File: config.mk
export PLATFORM = sky130hd
export DESIGN_NAME = arbitro_wrr
export DESIGN_NICKNAME = d
export VERILOG_FILES = /design/src/rtl/arbitro_pkg.sv /design/src/rtl/arbitro_wrr_rr_pick.sv /design/src/rtl/arbitro_wrr.sv
export SDC_FILE = /design/constraint.sdc
export NUM_CORES = 1
export LEC_CHECK = 0
export CORE_AREA = 2 2 68 70
export CTS_CLUSTER_SIZE = 24
export DETAILED_ROUTE_END_ITERATION = 7
export DIE_AREA = 0 0 70 72
export PLACE_DENSITY = 0.76
export RECOVER_POWER = 25
export SYNTH_ARGS = -nofsm -noshare
export SYNTH_HDL_FRONTEND = slang
export SYNTH_SLANG_ARGS = --single-unit
export TNS_END_PERCENT = 10
File: constraint.sdc
create_clock -name clk -period 2.8 [get_ports clk]
set_input_delay 0.56 -clock clk [delete_from_list [all_inputs] [get_ports clk]]
set_output_delay 0.56 -clock clk [all_outputs]
set_load 0.005 [all_outputs]
File: src/rtl/arbitro_pkg.sv
// Shared encodings for the weighted round-robin arbiter: port count, destination
// field width and FSM state type.
package arbitro_pkg;
  localparam int N_PORTS = 4;
  localparam int DEST_W  = 2;

  typedef enum logic {
    IDLE  = 1'b0,
    SERVE = 1'b1
  } state_e;
endpackage

File: src/rtl/arbitro_wrr_rr_pick.sv
// Rotating priority encoder: returns the first requester found scanning
// ptr, ptr+1, ... modulo the port count.
module rr_pick
  import arbitro_pkg::*;
(
  input  logic [N_PORTS-1:0] req,
  input  logic [1:0]         ptr,
  output logic [1:0]         idx,
  output logic               any
);

  always_comb begin
    idx = ptr;
    any = 1'b0;
    // Walk from the farthest offset down so the nearest requester wins last.
    for (int k = N_PORTS - 1; k >= 0; k--) begin
      if (req[ptr + 2'(k)]) begin
        idx = ptr + 2'(k);
        any = 1'b1;
      end
    end
  end

endmodule

File: src/rtl/arbitro_wrr.sv
// Weighted round-robin arbiter moving one word per cycle from four show-ahead
// input FIFOs to four output FIFOs, with backpressure and a stall timeout.
module arbitro_wrr
  import arbitro_pkg::*;
#(
  parameter int DATA_W      = 12,
  parameter int DEST_LSB    = 10,
  parameter int STALL_LIMIT = 8
) (
  input  logic                      clk,
  input  logic                      reset,
  input  logic                      en,
  input  logic [N_PORTS*DATA_W-1:0] fifo_data,
  input  logic [N_PORTS-1:0]        empty,
  input  logic [N_PORTS-1:0]        almost_full,
  input  logic [2*N_PORTS-1:0]      weights,
  output logic [N_PORTS-1:0]        pop,
  output logic [N_PORTS-1:0]        push,
  output logic [DATA_W-1:0]         data_out,
  output logic [1:0]                grant,
  output logic                      busy
);

  state_e      state_q, state_d;
  logic [1:0]  rr_ptr_q, rr_ptr_d;
  logic [1:0]  grant_q, grant_d;
  logic [1:0]  q_q, q_d;
  logic [7:0]  stall_q, stall_d;

  logic [DATA_W-1:0] head;
  logic [DEST_W-1:0] dest;
  logic [1:0]        pick_idx;
  logic              pick_any;
  logic [1:0]        pick_wt;

  assign head    = fifo_data[int'(grant_q)*DATA_W +: DATA_W];
  assign dest    = head[DEST_LSB +: DEST_W];
  assign pick_wt = weights[int'(pick_idx)*2 +: 2];

  rr_pick u_pick (
    .req (~empty),
    .ptr (rr_ptr_q),
    .idx (pick_idx),
    .any (pick_any)
  );

  always_comb begin
    state_d  = state_q;
    rr_ptr_d = rr_ptr_q;
    grant_d  = grant_q;
    q_d      = q_q;
    stall_d  = stall_q;
    pop      = '0;
    push     = '0;
    data_out = '0;
    // Gating on reset keeps the combinational outputs quiet in a reset cycle.
    if (!reset && en) begin
      unique case (state_q)
        IDLE: begin
          if (pick_any) begin
            grant_d = pick_idx;
            q_d     = pick_wt;
            stall_d = '0;
            state_d = SERVE;
          end
        end
        SERVE: begin
          if (empty[grant_q]) begin
            state_d  = IDLE;
            rr_ptr_d = grant_q + 2'd1;
          end else if (almost_full[dest]) begin
            stall_d = stall_q + 8'd1;
            if (stall_q == 8'(STALL_LIMIT - 1)) begin
              state_d  = IDLE;
              rr_ptr_d = grant_q + 2'd1;
            end
          end else begin
            pop[grant_q] = 1'b1;
            push[dest]   = 1'b1;
            data_out     = head;
            stall_d      = '0;
            if (q_q == 2'd0) begin
              state_d  = IDLE;
              rr_ptr_d = grant_q + 2'd1;
            end else begin
              q_d = q_q - 2'd1;
            end
          end
        end
        default: state_d = IDLE;
      endcase
    end
  end

  always_ff @(posedge clk) begin
    if (reset) begin
      state_q  <= IDLE;
      rr_ptr_q <= '0;
      grant_q  <= '0;
      q_q      <= '0;
      stall_q  <= '0;
    end else begin
      state_q  <= state_d;
      rr_ptr_q <= rr_ptr_d;
      grant_q  <= grant_d;
      q_q      <= q_d;
      stall_q  <= stall_d;
    end
  end

  assign grant = grant_q;
  assign busy  = (state_q == SERVE);

endmodule

==> run_results.csv, run 1 <==
group,metric,value,unit
run_status,status,"finished, violations left",
run_status,violations,"setup timing",
synth,yosysSeqAreaShare,0.200,
pwr,finalPower,0.695,mW
synth,synth_flop_cell,"dfxtp_1",
drt,via_per_inst,5.18,
timing,timing.final.max_slew_violations,0,
drt,vias,1801,
global_route,grt_max_degree,15,
floorplanning,die-area,5040,um^2
pwr,clockPowerShare,0.263,
pwr,pwr-share-comb,0.412,
clocking,clock_latency,0.25,ns
critical_path,critPathRequiredTime,2.24,ns
drt,first_pass_iters,4,
synth,syn_nets,243,
pwr,power.switching,0.191,mW
drt,wl_per_cell,15.4,um
clocking,htree_levels,1,
global_route,grtUsageTotal,0.205,
place,io_buffer_count,89,
timing,finalCritPeriodShare,1.05,
layout,diodes,0,
timing,setup_viol,13,
critical_path,crit_start,"fifo_data[35]",
synth,synth_edf_count,0,
floorplanning,initial_core_util,0.353,
timing,tightest_slew,0.735,ns
pwr,p_seq_frac,0.324,
floorplanning,fp.dieH,72,um
layout,final_nets,370,
timing,timing.fmax,342,MHz
timing,relSlewSlack,0.510,
synth,synthArstFlopShare,0,
pwr,internal-power,0.504,mW
layout,drive_above_1_share,0.345,
critical_path,rr_endpoint,"rr_ptr_q[0]",
drt,ant_nets,0,
synth,ys.warnings.count,0,
floorplanning,die_x,70,um
critical_path,critPathCapture,"data_out[8]",
floorplanning,core,4260,um^2
place,dp_hpwl,4010,um
critical_path,reg2reg_slack,0.04,ns
critical_path,crit_type,"in2out",
global_route,grt_pass1_vias,1763,
drt,wirelength,5360,um
critical_path,worst_ep_arrival_time,2.37,ns
floorplanning,row_count,24,
timing,min_period,2.93,ns
critical_path,reg2regPathDepth,10,
timing,hold_viol,0,
min_path,min-delay-path-class,"reg2reg",
clocking,cts_buffer_depth,2,
synth,syn_inst,170,
pwr,max-vdd-ir-drop,0.000176,V
clocking,holdBufCountCts,0,
synth,syn_area,1510,um^2
synth,synth_seq_cells,15,
timing,fin_skew,0.00286,ns
layout,syn_to_final_growth,91.2,%
clocking,path_clk_slew,0.06,ns
layout,fin_area,2880,um^2
pwr,swShare,0.275,
drt,drt_iter0_drc,54,
place,routabilityCongestion,0.812,
pwr,pwr_density_cell,241,nW/um^2
clocking,clock_sinks,15,
job,maxCapViolations,0,
global_route,antenna_found_initial,0,
layout,nFillCells,356,
floorplanning,io_pins,90,
clocking,cts_made_buffers,3,
global_route,grt.overflow.total,0,
synth,synth_cell_type_count,42,
synth,avgSynthCellArea,8.85,um^2
timing,rsz0062_at_grt,"true",
clocking,ctsRootBufferMaster,"clkbuf_8",
critical_path,start_kind,"primary input",
global_route,grt_pass1_wl,8360,um
critical_path,critPathMaxFanout,3,
place,place_area,2630,um^2
drt,route.detailed.drc,0,
timing,fin_ws,-0.127,ns
critical_path,r2r-start,"grant[0]",
pwr,p_leak,1.19,nW
critical_path,end_kind,"primary output",
clocking,cts_tree,"done",
-- power groups by stage --
stage / Clock (mW) / Sequential, mW / Combinational (mW)
6_report: 0.183 / 0.225 / 0.287
5_1_grt: 0.198 / 0.226 / 0.308
4_1_cts: 0.187 / 0.225 / 0.268
3_5_place_dp: 0 / 0.230 / 0.255
3_3_place_gp: 0 / 0.229 / 0.249
2_1_floorplan: 0 / 0.229 / 0.103
-- state kept, by name, summed over array words and instances (netlist names) --
signal	flops
q_q	2
grant	2
busy	1
stall_q	8
rr_ptr_q	2
-- cells by family (layout without fill, tap and decap cells) --
group,after synthesis,in the layout,synth area share
muxes,21,21,0.249
DFF,15,15,0.200
adders and majority gates,6,6,0.0499
AOI/OAI and AO/OA,20,20,0.109
buffers and inverters,18,144,0.0499
xor gates and xnor gates,7,7,0.0407
and+or+nand+nor,83,83,0.303
-- repair_timing --
action                     4_1_cts  5_1_grt
gates resized for setup        110       20
setup buffers                   10        3
setup endpoints to repair       20       25
pin swaps                        4        2
gates cloned                     1        0
hold endpoints to repair         0        0
-- worst min-delay path by stage --
stage          startpoint    endpoint  slack (ns)  cells past startpoint
3_5_place_dp   stall_q[7]  stall_q[7]        0.53                      2
4_1_cts        stall_q[7]  stall_q[7]        0.55                      2
3_3_place_gp   stall_q[7]  stall_q[7]        0.50                      2
6_report           q_q[1]      q_q[1]        0.54                      2
2_1_floorplan  stall_q[7]  stall_q[7]        0.48                      2
5_1_grt            q_q[1]      q_q[1]        0.57                      2
-- placed cells by master, fill, tap and decap left out, drive strengths merged, types with 7 or more instances in the layout --
master,n
mux2i,7
mux4,13
and2,17
dfxtp,15
inv,9
buf,54
nor2,18
clkbuf,7
nand2,11
dlygate4sd2,12
clkdlybuf4s50,57
nor3,7
-- through the flow --
step	hold slack [ns]	TNS, ns	worst slack (ns)	util	cells
final	0.542	-0.689	-0.127	0.675	348
after detailed placement	0.533	-12.45	-0.602	0.617	330
after global placement	0.496	-11.68	-0.574	0.617	330
after global routing	0.575	-1.35	-0.172	0.675	348
after floorplan	0.478	0	0.171	-	170
after CTS	0.548	-0.677	-0.120	0.653	345
-- Yosys cell counts, types with 2 or more instances --
library cell	instances	area (um^2)
and2_1	16	100
or2_2	2	12.5
nor2_1	18	67.6
nand2_1	11	41.3
inv_1	9	33.8
mux2i_1	7	70.1
clkbuf_1	8	30.0
nand3_1	3	15.0
a21oi_1	4	20.0
dfxtp_1	15	300
or3_1	4	25.0
and3b_1	2	17.5
xnor2_1	5	43.8
nor3_1	6	30.0
nand2b_1	2	12.5
o21ai_0	2	10.0
nor2b_1	5	31.3
xor2_1	2	17.5
a221oi_1	2	17.5
and2b_1	2	15.0
mux4_2	13	293
o21a_1	2	15.0
ha_1	6	75.1
nor4_1	3	18.8
nand3b_1	4	30.0
-- layout make-up --
class	instances	area, um^2	area share
clock buffer	3	41.3	0.0143
clock inverter	1	7.51	0.00261
inverter	9	33.8	0.0117
multi-input combinational	137	1250	0.434
sequential	15	302	0.105
tap	52	65.1	0.0226
timing repair buffer	131	1180	0.410
-- worst max-delay path: stages --
cell and delay [ns]:
clkdlybuf4s15_1 0.16, mux4_2 0.57, mux2i_4 0.25, mux2i_4 0.19, nor2_4 0.06, buf_6 0.12
buf_6 0.11, buf_6 0.10, and2_4 0.13, buf_6 0.11
-- routing by layer --
metal,GRT usage,up-vias,share of wire
li1,-,867,-
met1,0.254,863,0.40
met2,0.376,62,0.53
met3,0.0222,9,0.051
met4,0.0662,0,0.020
met5,0,-,0
(Power assumes the default switching activity.)
==> run 2, diff against run 1 <==
- CTS_CLUSTER_SIZE: 24 -> 16
==> results of run 2 <==
No change in the layout: final DEF, timing and power equal those of run 1.
==> run 3, diff against run 2 <==
==> constraint.sdc (replaced) <==
create_clock -name clk -period 2.8 [get_ports clk]
set_input_delay 0.42 -clock clk [delete_from_list [all_inputs] [get_ports clk]]
set_output_delay 0.42 -clock clk [all_outputs]
set_load 0.005 [all_outputs]
==> run 3 against run 2 <==
  * The run still ends with setup timing left
  * Maximum frequency grew 2.8%
  * Routed wire length down 8.6%
  * Register-to-register slack better by 0.14 ns
  * Sequential share of layout area up 0.54 points
  * Global-route usage down 1.4 points
  * Via count decreased by 5.4%
  * Core utilization shrank 2.8 points
  * First-iteration DRC count increased by 5.6%
  * Non-clock buffer count fell by 6
  * Worst setup slack gained 0.081 ns
  * Sequential cell count unchanged
==> run_results.csv, run 3 (same netlist as run 1, synthesis figures left out) <==
group,metric,value,unit
global_route,grt_pass1_wl,7820,um
drt,route.detailed.drc,0,
floorplanning,row_count,24,
floorplanning,die-area,5040,um^2
layout,syn_to_final_growth,83.3,%
critical_path,critPathMaxFanout,5,
job,maxCapViolations,0,
critical_path,end_kind,"primary output",
drt,vias,1703,
critical_path,reg2reg_slack,0.18,ns
clocking,holdBufCountCts,0,
clocking,htree_levels,1,
drt,highest_layer,"met4",
critical_path,cp_slowest_cell,"mux4_2",
clocking,clock_latency,0.26,ns
drt,ant_nets,0,
pwr,p_leak,1.16,nW
timing,hold_ws,0.518,ns
layout,largest_reg_flops,8,
drt,via_per_inst,4.98,
critical_path,start_kind,"register",
run_status,status,"finished, violations left",
critical_path,reg2regPathDepth,8,
drt,wirelength,4900,um
timing,min_period,2.85,ns
min_path,whs_path_depth,2,
critical_path,worstPathBufferInverterCount,6,
layout,diodes,0,
layout,drive_above_1_share,0.221,
clocking,cts_tree,"done",
layout,final_nets,364,
layout,nFillCells,358,
drt,dr_wl_met2,2440,um
layout,final_common_cell,"clkdlybuf4s50_1",
layout,largest_register,"stall_q",
timing,setup_viol,2,
critical_path,r2r-start,"grant[0]",
pwr,pwr_density_cell,243,nW/um^2
timing,fin_skew,0.00210,ns
timing,timing.final.max_slew_violations,0,
timing,fin_ws,-0.0464,ns
global_route,grt_max_degree,15,
critical_path,slowest_delay,0.53,ns
global_route,antenna_found_initial,0,
place,io_buffer_count,89,
floorplanning,core,4260,um^2
drt,first_pass_iters,4,
floorplanning,io_pins,90,
global_route,grt.overflow.total,0,
timing,timing.fmax,351,MHz
clocking,cts_made_buffers,3,
layout,seq_area,304,um^2
run_status,violations,"setup timing",
pwr,max-vdd-ir-drop,0.000129,V
min_path,whs_endpoint,"stall_q[7]",
clocking,path_clk_slew,0.07,ns
drt,drt-met1-wl,2130,um
floorplanning,fp.dieH,72,um
floorplanning,die_x,70,um
critical_path,rr_endpoint,"rr_ptr_q[0]",
clocking,ctsRootBufferMaster,"clkbuf_8",
critical_path,path_delay_family,"buffers and inverters",
drt,drt_iter0_drc,57,
timing,tightest_slew,0.593,ns
layout,final_cell_mix,"clkdlybuf4s50_1 (62), buf_4 (30), nor2_1 (17)",
global_route,grtUsageTotal,0.191,
timing,relSlewSlack,0.602,
min_path,min-delay-path-class,"reg2reg",
timing,finalCritPeriodShare,1.02,
drt,wl_met3,242,um
timing,hold_viol,0,
critical_path,worst_ep_arrival_time,2.43,ns
min_path,min_from,"stall_q[7]",
critical_path,critPathRequiredTime,2.38,ns
global_route,grt_pass1_vias,1661,
floorplanning,initial_core_util,0.353,
place,routabilityCongestion,0.798,
clocking,clock_sinks,15,
clocking,cts_buffer_depth,2,
critical_path,cp_cell_sequence,"buf_4 -> mux4_2 -> inv_2 -> mux2i_2 -> nor2_2 -> buf_6 -> buf_6 -> buf_4 -> and2_1 -> clkdlybuf4s15_1",
timing,setup_tns,-0.0808,ns
critical_path,crit_type,"reg2out",
layout,multi_input_area,1150,um^2
drt,wl_per_cell,14.3,um
timing,rsz0062_at_grt,"true",
place,dp_hpwl,3770,um
-- run 3: cell type report --
type	instances	share of cell area
clock inverter	1	0.00272
sequential	15	0.110
timing repair buffer	125	0.420
inverter	9	0.0122
tap	52	0.0236
clock buffer	3	0.0150
multi-input combinational	137	0.416
-- run 3: how the worst max path moves through the flow --
stage               depth (start not counted)           from            to
finish                                     10       grant[0]   data_out[8]
CTS                                         6       empty[2]  data_out[11]
global route                                9       empty[3]   data_out[8]
global placement                            8  fifo_data[35]        pop[0]
detailed placement                          8  fifo_data[47]        pop[0]
floorplan                                   7       grant[0]   data_out[0]
-- run 3: routing by layer --
metal / vias up / track usage
li1: 855 / -
met1: 790 / 0.255
met2: 51 / 0.324
met3: 7 / 0.0208
met4: 0 / 0.0662
met5: - / 0
-- run 3: worst reg2reg max path, cell delays in order (launching register included) --
cell and delay, ns:
dfxtp_4 0.39, mux4_2 0.57, mux2i_2 0.20, buf_4 0.14
buf_4 0.13, a22o_1 0.24, o41ai_4 0.36, mux2_1 0.35
and2b_1 0.15
-- run 3: report_power, final --
group / internal, mW / switching, mW / total (mW)
clock: 0.100 / 0.0874 / 0.188
sequential: 0.219 / 0.00940 / 0.229
combinational: 0.170 / 0.0859 / 0.256
-- run 3: metrics by stage --
stage                     setup slack, ns  area [um^2]  utilization  power (mW)  cells
after floorplan                     0.311         1510            -       0.333    170
after global placement             -0.285         2600        0.610       0.474    326
after detailed placement           -0.311         2600        0.610       0.479    326
after CTS                          -0.179         2750        0.645       0.673    342
after global routing               -0.158         2760        0.647       0.702    342
final                             -0.0464         2760        0.647       0.672    342
-- run 3: what timing repair did --
action | 4_1_cts | 5_1_grt
endpoints found under the hold margin | 0 | 0
gates cloned | 1 | 0
resized for setup | 52 | 5
pin swaps | 1 | 1
buffers inserted | 11 | 0
setup endpoints to repair | 20 | 16
